===== src/rtl/vec_mem_seq.sv =====
// rtl/vec_mem_seq.sv - vector load/store sequencer, one element per Clk1 cycle
// Optional VEC_MEM_STRIDE_EN adds a Stride input for strided element addressing.
module vec_mem_seq #(
  parameter int ELEMS = 16,
  parameter int DW    = 16,
  parameter int AW    = 16
) (
  input  logic                Clk1,
  input  logic                Reset,
  input  logic                Start,
  input  logic                IsStore,
  input  logic [AW-1:0]       BaseAddr,
  input  logic [ELEMS*DW-1:0] VecIn,
`ifdef VEC_MEM_STRIDE_EN
  input  logic [AW-1:0]       Stride,
`endif
  input  logic [DW-1:0]       MemDataIn,
  output logic [AW-1:0]       MemAddr,
  output logic                MemRD,
  output logic                MemWR,
  output logic [DW-1:0]       MemDataOut,
  output logic [ELEMS*DW-1:0] VecOut,
  output logic                VecWR,
  output logic                Busy,
  output logic                Done
);
  localparam int IW = $clog2(ELEMS);
  localparam logic [IW-1:0] LAST_IDX = IW'(ELEMS - 1);

  typedef enum logic [2:0] {IDLE, LOAD, LOAD_LAST, STORE, FINISH} state_t;

  state_t              state_q, state_d;
  logic [IW-1:0]       idx_q, idx_d;
  logic [IW-1:0]       idx_nxt, cap_idx;
  logic [ELEMS*DW-1:0] snap_q, snap_d;
  logic [ELEMS*DW-1:0] vec_out_q, vec_out_d;
  logic [AW-1:0]       mem_addr_q, mem_addr_d;
  logic [AW-1:0]       step;
  logic [DW-1:0]       mem_data_out_q, mem_data_out_d;
  logic                mem_rd_q, mem_rd_d;
  logic                mem_wr_q, mem_wr_d;
  logic                vec_wr_q, vec_wr_d;
  logic                busy_q, busy_d;
  logic                done_q, done_d;

`ifdef VEC_MEM_STRIDE_EN
  logic [AW-1:0]       stride_q, stride_d;
  assign step = stride_q;
`else
  assign step = AW'(1);
`endif

  always_comb begin
    state_d        = state_q;
    idx_d          = idx_q;
    snap_d         = snap_q;
    vec_out_d      = vec_out_q;
    mem_addr_d     = mem_addr_q;
    mem_rd_d       = 1'b0;
    mem_wr_d       = 1'b0;
    mem_data_out_d = '0;
    vec_wr_d       = 1'b0;
    busy_d         = busy_q;
    done_d         = 1'b0;
`ifdef VEC_MEM_STRIDE_EN
    stride_d       = stride_q;
`endif
    idx_nxt = idx_q + IW'(1);
    // Read data trails its address by one cycle, so the slot written is one behind idx_q
    cap_idx = (state_q == LOAD_LAST) ? idx_q : idx_q - IW'(1);

    case (state_q)
      IDLE: begin
        if (Start) begin
          state_d        = IsStore ? STORE : LOAD;
          idx_d          = '0;
          snap_d         = VecIn;
          mem_addr_d     = BaseAddr;
          mem_rd_d       = !IsStore;
          mem_wr_d       = IsStore;
          mem_data_out_d = IsStore ? VecIn[DW-1:0] : '0;
          busy_d         = 1'b1;
`ifdef VEC_MEM_STRIDE_EN
          stride_d       = Stride;
`endif
        end
      end
      LOAD: begin
        if (idx_q != '0) vec_out_d[int'(cap_idx)*DW +: DW] = MemDataIn;
        if (idx_q == LAST_IDX) begin
          state_d = LOAD_LAST;
        end else begin
          idx_d      = idx_nxt;
          mem_addr_d = mem_addr_q + step;
          mem_rd_d   = 1'b1;
        end
      end
      LOAD_LAST: begin
        vec_out_d[int'(cap_idx)*DW +: DW] = MemDataIn;
        state_d  = FINISH;
        done_d   = 1'b1;
        vec_wr_d = 1'b1;
      end
      STORE: begin
        if (idx_q == LAST_IDX) begin
          state_d = FINISH;
          done_d  = 1'b1;
        end else begin
          idx_d          = idx_nxt;
          mem_addr_d     = mem_addr_q + step;
          mem_wr_d       = 1'b1;
          mem_data_out_d = snap_q[int'(idx_nxt)*DW +: DW];
        end
      end
      FINISH: begin
        state_d = IDLE;
        busy_d  = 1'b0;
      end
      default: state_d = IDLE;
    endcase
  end

  always_ff @(posedge Clk1) begin
    if (Reset) begin
      state_q        <= IDLE;
      idx_q          <= '0;
      snap_q         <= '0;
      vec_out_q      <= '0;
      mem_addr_q     <= '0;
      mem_rd_q       <= 1'b0;
      mem_wr_q       <= 1'b0;
      mem_data_out_q <= '0;
      vec_wr_q       <= 1'b0;
      busy_q         <= 1'b0;
      done_q         <= 1'b0;
`ifdef VEC_MEM_STRIDE_EN
      stride_q       <= '0;
`endif
    end else begin
      state_q        <= state_d;
      idx_q          <= idx_d;
      snap_q         <= snap_d;
      vec_out_q      <= vec_out_d;
      mem_addr_q     <= mem_addr_d;
      mem_rd_q       <= mem_rd_d;
      mem_wr_q       <= mem_wr_d;
      mem_data_out_q <= mem_data_out_d;
      vec_wr_q       <= vec_wr_d;
      busy_q         <= busy_d;
      done_q         <= done_d;
`ifdef VEC_MEM_STRIDE_EN
      stride_q       <= stride_d;
`endif
    end
  end

  assign MemAddr    = mem_addr_q;
  assign MemRD      = mem_rd_q;
  assign MemWR      = mem_wr_q;
  assign MemDataOut = mem_data_out_q;
  assign VecOut     = vec_out_q;
  assign VecWR      = vec_wr_q;
  assign Busy       = busy_q;
  assign Done       = done_q;
endmodule


===== config.mk =====
export PLATFORM = sky130hd
export DESIGN_NAME = vec_mem_seq
export DESIGN_NICKNAME = d
export VERILOG_FILES = /design/src/rtl/vec_mem_seq.sv
export SDC_FILE = /design/constraint.sdc
export NUM_CORES = 1
export LEC_CHECK = 0
export CAP_MARGIN = 20
export CORE_AREA = 2 2 230 232
export DETAILED_ROUTE_END_ITERATION = 8
export DIE_AREA = 0 0 232 234
export PLACE_DENSITY = 0.77
export SLEW_MARGIN = 20
export SYNTH_ARGS = -nofsm -noshare
export SYNTH_HDL_FRONTEND = slang
export SYNTH_SLANG_ARGS = --single-unit

===== constraint.sdc =====
create_clock -name Clk1 -period 12.8 [get_ports Clk1]
set_input_delay 1.28 -clock Clk1 [delete_from_list [all_inputs] [get_ports Clk1]]
set_output_delay 1.28 -clock Clk1 [all_outputs]
set_load 0.005 [all_outputs]

==> results.md <==
- Maximum number of pins on one net before global-route repair: between 100 and 150
- DRT Wirelength: 84980 um
- Number of enable-type register cells in the synthesized netlist: 0
- Floorplan die area: ~0.054 mm^2
- Initial Util: between 40% and 50%
- Clock-pin slew on the worst setup and hold paths: roughly 0.060 ns
- Clock Skew: roughly 0.022 ns
- Average detailed-routed wire length per instance: 21.87 um
- Post-route worst hold slack: ~0.45 ns
- Cell area after synthesis: roughly 0.025 mm^2
- Wire length of the first global-routing pass: approximately 130000 um
- Count of buffers from port buffering: ~580
- Critical path type: reg2reg
- Via-per-instance ratio: around 5.8
- Share of synthesized cell area in full adder, half adder and majority cells: less than 1%
- Count of instances resized after the clock tree is built: 0
- Synth Area per Inst: around 9.0 um^2
- Final-layout setup total negative slack: 0 ns
- Maximum resistive drop on vdd: approximately 0.095 mV
- Leading cell types by total area after synthesis: sky130_fd_sc_hd__dfxtp_1, sky130_fd_sc_hd__mux2i_1, sky130_fd_sc_hd__nand2_1
- Vias post-DR: approximately 22k
- Worst slew margin relative to its limit: between 20% and 30%
- Dominant combinational cell family by area after synthesis: simple AND/OR/NAND/NOR gates
- Clock tree from TritonCTS: done
- Overall Global Routing Usage: 29.91%
- Sequential area share after synthesis: between 40% and 50%
- Slowest stage cell, crit path: sky130_fd_sc_hd__nor3_2
- Outcome: complete, no violations
- Remaining Overflow, GRT: 0
- Fraction of layout instances using a drive strength above 1: between 7 and 8%
- Routed met2 length: a little over 40000 um
- Synthesized netlist net count: between 3k and 4k
- Post-DP Area: 0.03059 mm^2
- Post-placement setup slack: between 7 and 8 ns
- Vias in the first global route: between 20k and 25k
- Number of synthesized register bits: roughly 560
- Number of max-slew violations in the final report: 0
- Worst Path Max Fanout: 42
- Total number of clock tree sinks: approximately 560
- # nets final: roughly 3.4k
- Number of H-tree branching levels: 2
- Min Tclk post-route: 4.924 ns
- Post-detail-place hpwl: between 50000 and 60000 um
- Placement row count: 84
- Type of the most critical hold path: reg2reg
- DRC marker count from the first detailed-route iteration: roughly 2.1k
- Synthesized-area fraction occupied by ao, oa, aoi and oai cells: under 10%
- Initial antenna violation count: 6
- Gate count after technology mapping: ~2.7k
- Max Freq: about 200 MHz
- Area share of the leading cell type in the synthesized netlist: between 40 and 50%
- Sum of routed wire segments on met1: 32940 um
- Post-route cell area: 0.03270 mm^2
- RSZ-0062 raised after global routing: no
- Critical Path Sink Type: flip-flop
- Critical path cell sequence: inv_1, ha_4, nand2_1, mux2i_2, and2_1, ha_1, nor3_2, inv_1, nor3_2, a22o_1
- Dominant register cell in the synthesized netlist: sky130_fd_sc_hd__dfxtp_1
- Power density relative to cell area: 137.9 mW/mm^2
- Num CTS Buffers: 57
- Worst Setup Start Kind: flip-flop
- Transition at the pin with the smallest max-transition slack: around 1.2 ns
- Synth warn: 0
- CTS Hold Bufs: 0
- Count of unique library cells instantiated by Yosys: between 60 and 70
- Highest layer used for signal routing: met5
- Final routed DRC violation total: 0
- Total setup violations reported at the end of the flow: 0
- Worst stage delay on the critical path: approximately 0.86 ns
- Standard cell core area: around 0.052 mm^2
- Antenna diode count: 0
- Worst path arrival time: roughly 5.5 ns
- Final critical-path share of the clock period: roughly 38%
- Horizontal die dimension: roughly 230 um
- Root buffer selected by CTS: sky130_fd_sc_hd__clkbuf_16
- Xor and xnor area share after synthesis: less than 1%
- First-pass iteration count of the detailed router: 6
- # Max-Cap Violations: 0
- Final Wtd Congestion: around 0.95
- Dominant cell type by area after synthesis: sky130_fd_sc_hd__dfxtp_1
- Max Root-Sink Buffers: 3
- Met3 wire len: a little over 7000 um
- Area Overhead vs Synth: 33.19%
- Mux cell area share after synthesis: 17.14%
- Total setup buffers inserted after CTS: 0
- Crit path required time: 13.34 ns
- Simple-Gate Fraction of Synth Area: between 20% and 30%
- Minimum setup slack in the final design: around 7.9 ns
- Count of fill cells added during filler insertion: 4279
- Vertical die dimension: about 230 um
- End-of-flow core utilization: around 63%
- Pleak: between 10 and 15 nW
- Area of the multi-input gates: around 0.013 mm^2
- Number of routed nets with antenna violations: 0
- Count of final hold-check violations: 0
- Clock latency on the worst-skew pair: between 0.6 and 0.7 ns
- # IOs: approximately 590
- Post-synthesis async set-or-reset flop share: 0%
- Footprint of the flip-flops and latches: about 0.011 mm^2
[cells in the mapped netlist, types with 14 or more instances]
cell and instances:
sky130_fd_sc_hd__buf_1 14, sky130_fd_sc_hd__a22o_1 16, sky130_fd_sc_hd__mux2i_1 274, sky130_fd_sc_hd__nand4_1 102
sky130_fd_sc_hd__o21ai_0 21, sky130_fd_sc_hd__clkbuf_1 218, sky130_fd_sc_hd__nand2_1 572, sky130_fd_sc_hd__a21oi_1 278
sky130_fd_sc_hd__dfxtp_1 556, sky130_fd_sc_hd__nor2_1 34, sky130_fd_sc_hd__a32o_1 17, sky130_fd_sc_hd__nand2b_1 245
sky130_fd_sc_hd__nor2b_1 18, sky130_fd_sc_hd__nand3_1 162, sky130_fd_sc_hd__mux4_2 64, sky130_fd_sc_hd__buf_2 26
[sequential cells by signal, summed over array words and instances (netlist names)]
| name | flops |
|---|---|
| Busy | 1 |
| Done | 1 |
| MemAddr | 16 |
| MemDataOut | 16 |
| MemRD | 1 |
| MemWR | 1 |
| VecOut | 256 |
| VecWR | 1 |
| idx_q | 4 |
| snap_q | 256 |
| state_q | 3 |
[layer usage]
metal	vias to the layer above	GRT usage, %
met1	10810	36.96
met2	1150	49.84
met5	-	0
li1	10270	-
met3	213	5.897
met4	12	15.10
[path summary, 6_finish.rpt]
kind                            slack (ns)         from  cells after the start     endpoint
worst max-delay path                  7.88     idx_q[0]                     10    VecOut[5]
worst min-delay path                  0.45  snap_q[135]                      2  snap_q[135]
worst max register to register        7.88     idx_q[0]                     10    VecOut[5]
worst min register to register        0.45  snap_q[135]                      2  snap_q[135]
[stage by stage]
step	total power, mW	instances
5_1_grt	4.663	3885
6_report	4.511	3885
4_1_cts	4.511	3885
3_5_place_dp	2.729	3780
2_1_floorplan	2.425	2741
3_3_place_gp	2.701	3780
[where the power goes]
| part | internal (mW) | switching (mW) |
|---|---|---|
| Combinational | 0.304 | 0.532 |
| Sequential | 1.82 | 0.0616 |
| Clock | 1.09 | 0.712 |
| Total | 3.21 | 1.31 |
[cells by family (layout without fill, tap and decap cells)]
family / after synthesis / count (layout)
compound gates: 377 / 377
xor+xnor: 8 / 8
fa+ha+maj: 6 / 6
buf+inv: 274 / 730
flops: 556 / 556
mux: 340 / 340
simple gates: 1180 / 1180
[cells in the final DEF (no fill, tap or decap), types with 4 or more instances in the layout]
master                            count
sky130_fd_sc_hd__nor2_2               4
sky130_fd_sc_hd__nand4_1            102
sky130_fd_sc_hd__clkbuf_1             9
sky130_fd_sc_hd__dfxtp_1            555
sky130_fd_sc_hd__nor2b_1             18
sky130_fd_sc_hd__a32o_1              17
sky130_fd_sc_hd__nor2_1              28
sky130_fd_sc_hd__clkbuf_8            18
sky130_fd_sc_hd__buf_4               30
sky130_fd_sc_hd__nand2_1            572
sky130_fd_sc_hd__nand3b_1             4
sky130_fd_sc_hd__a22o_1              16
sky130_fd_sc_hd__o21ai_0             21
sky130_fd_sc_hd__a211oi_1             7
sky130_fd_sc_hd__clkdlybuf4s50_1    583
sky130_fd_sc_hd__a21oi_1            277
sky130_fd_sc_hd__nand2b_1           245
sky130_fd_sc_hd__and2_1               6
sky130_fd_sc_hd__ha_1                 5
sky130_fd_sc_hd__clkbuf_16           59
sky130_fd_sc_hd__nand3_1            162
sky130_fd_sc_hd__nor3_1               8
sky130_fd_sc_hd__bufinv_16            7
sky130_fd_sc_hd__mux2i_1            274
sky130_fd_sc_hd__a21oi_4              6
sky130_fd_sc_hd__mux4_2              64
sky130_fd_sc_hd__clkinv_2             7
sky130_fd_sc_hd__inv_1                7
sky130_fd_sc_hd__nor3_2               4
[worst max-delay path, delay by kind of cell, from the launching register on]
| kind | cells | cell delay, ns |
|---|---|---|
| and+or+nand+nor | 4 | 2.04 |
| DFF | 1 | 0.78 |
| buffers and inverters | 2 | 0.37 |
| adders and majority gates | 2 | 0.98 |
| AOI/OAI and AO/OA | 1 | 0.27 |
| muxes | 1 | 0.39 |
[cell type report]
cell class              instances  area share, %
repair buffers                617          18.68
well taps                     688          2.632
clock inverters                19         0.8799
inverters                       8        0.09182
flip-flops and latches        556          34.05
clock buffers                  86          5.375
multi-input cells            1911          38.29
(Power assumes the default switching activity.)
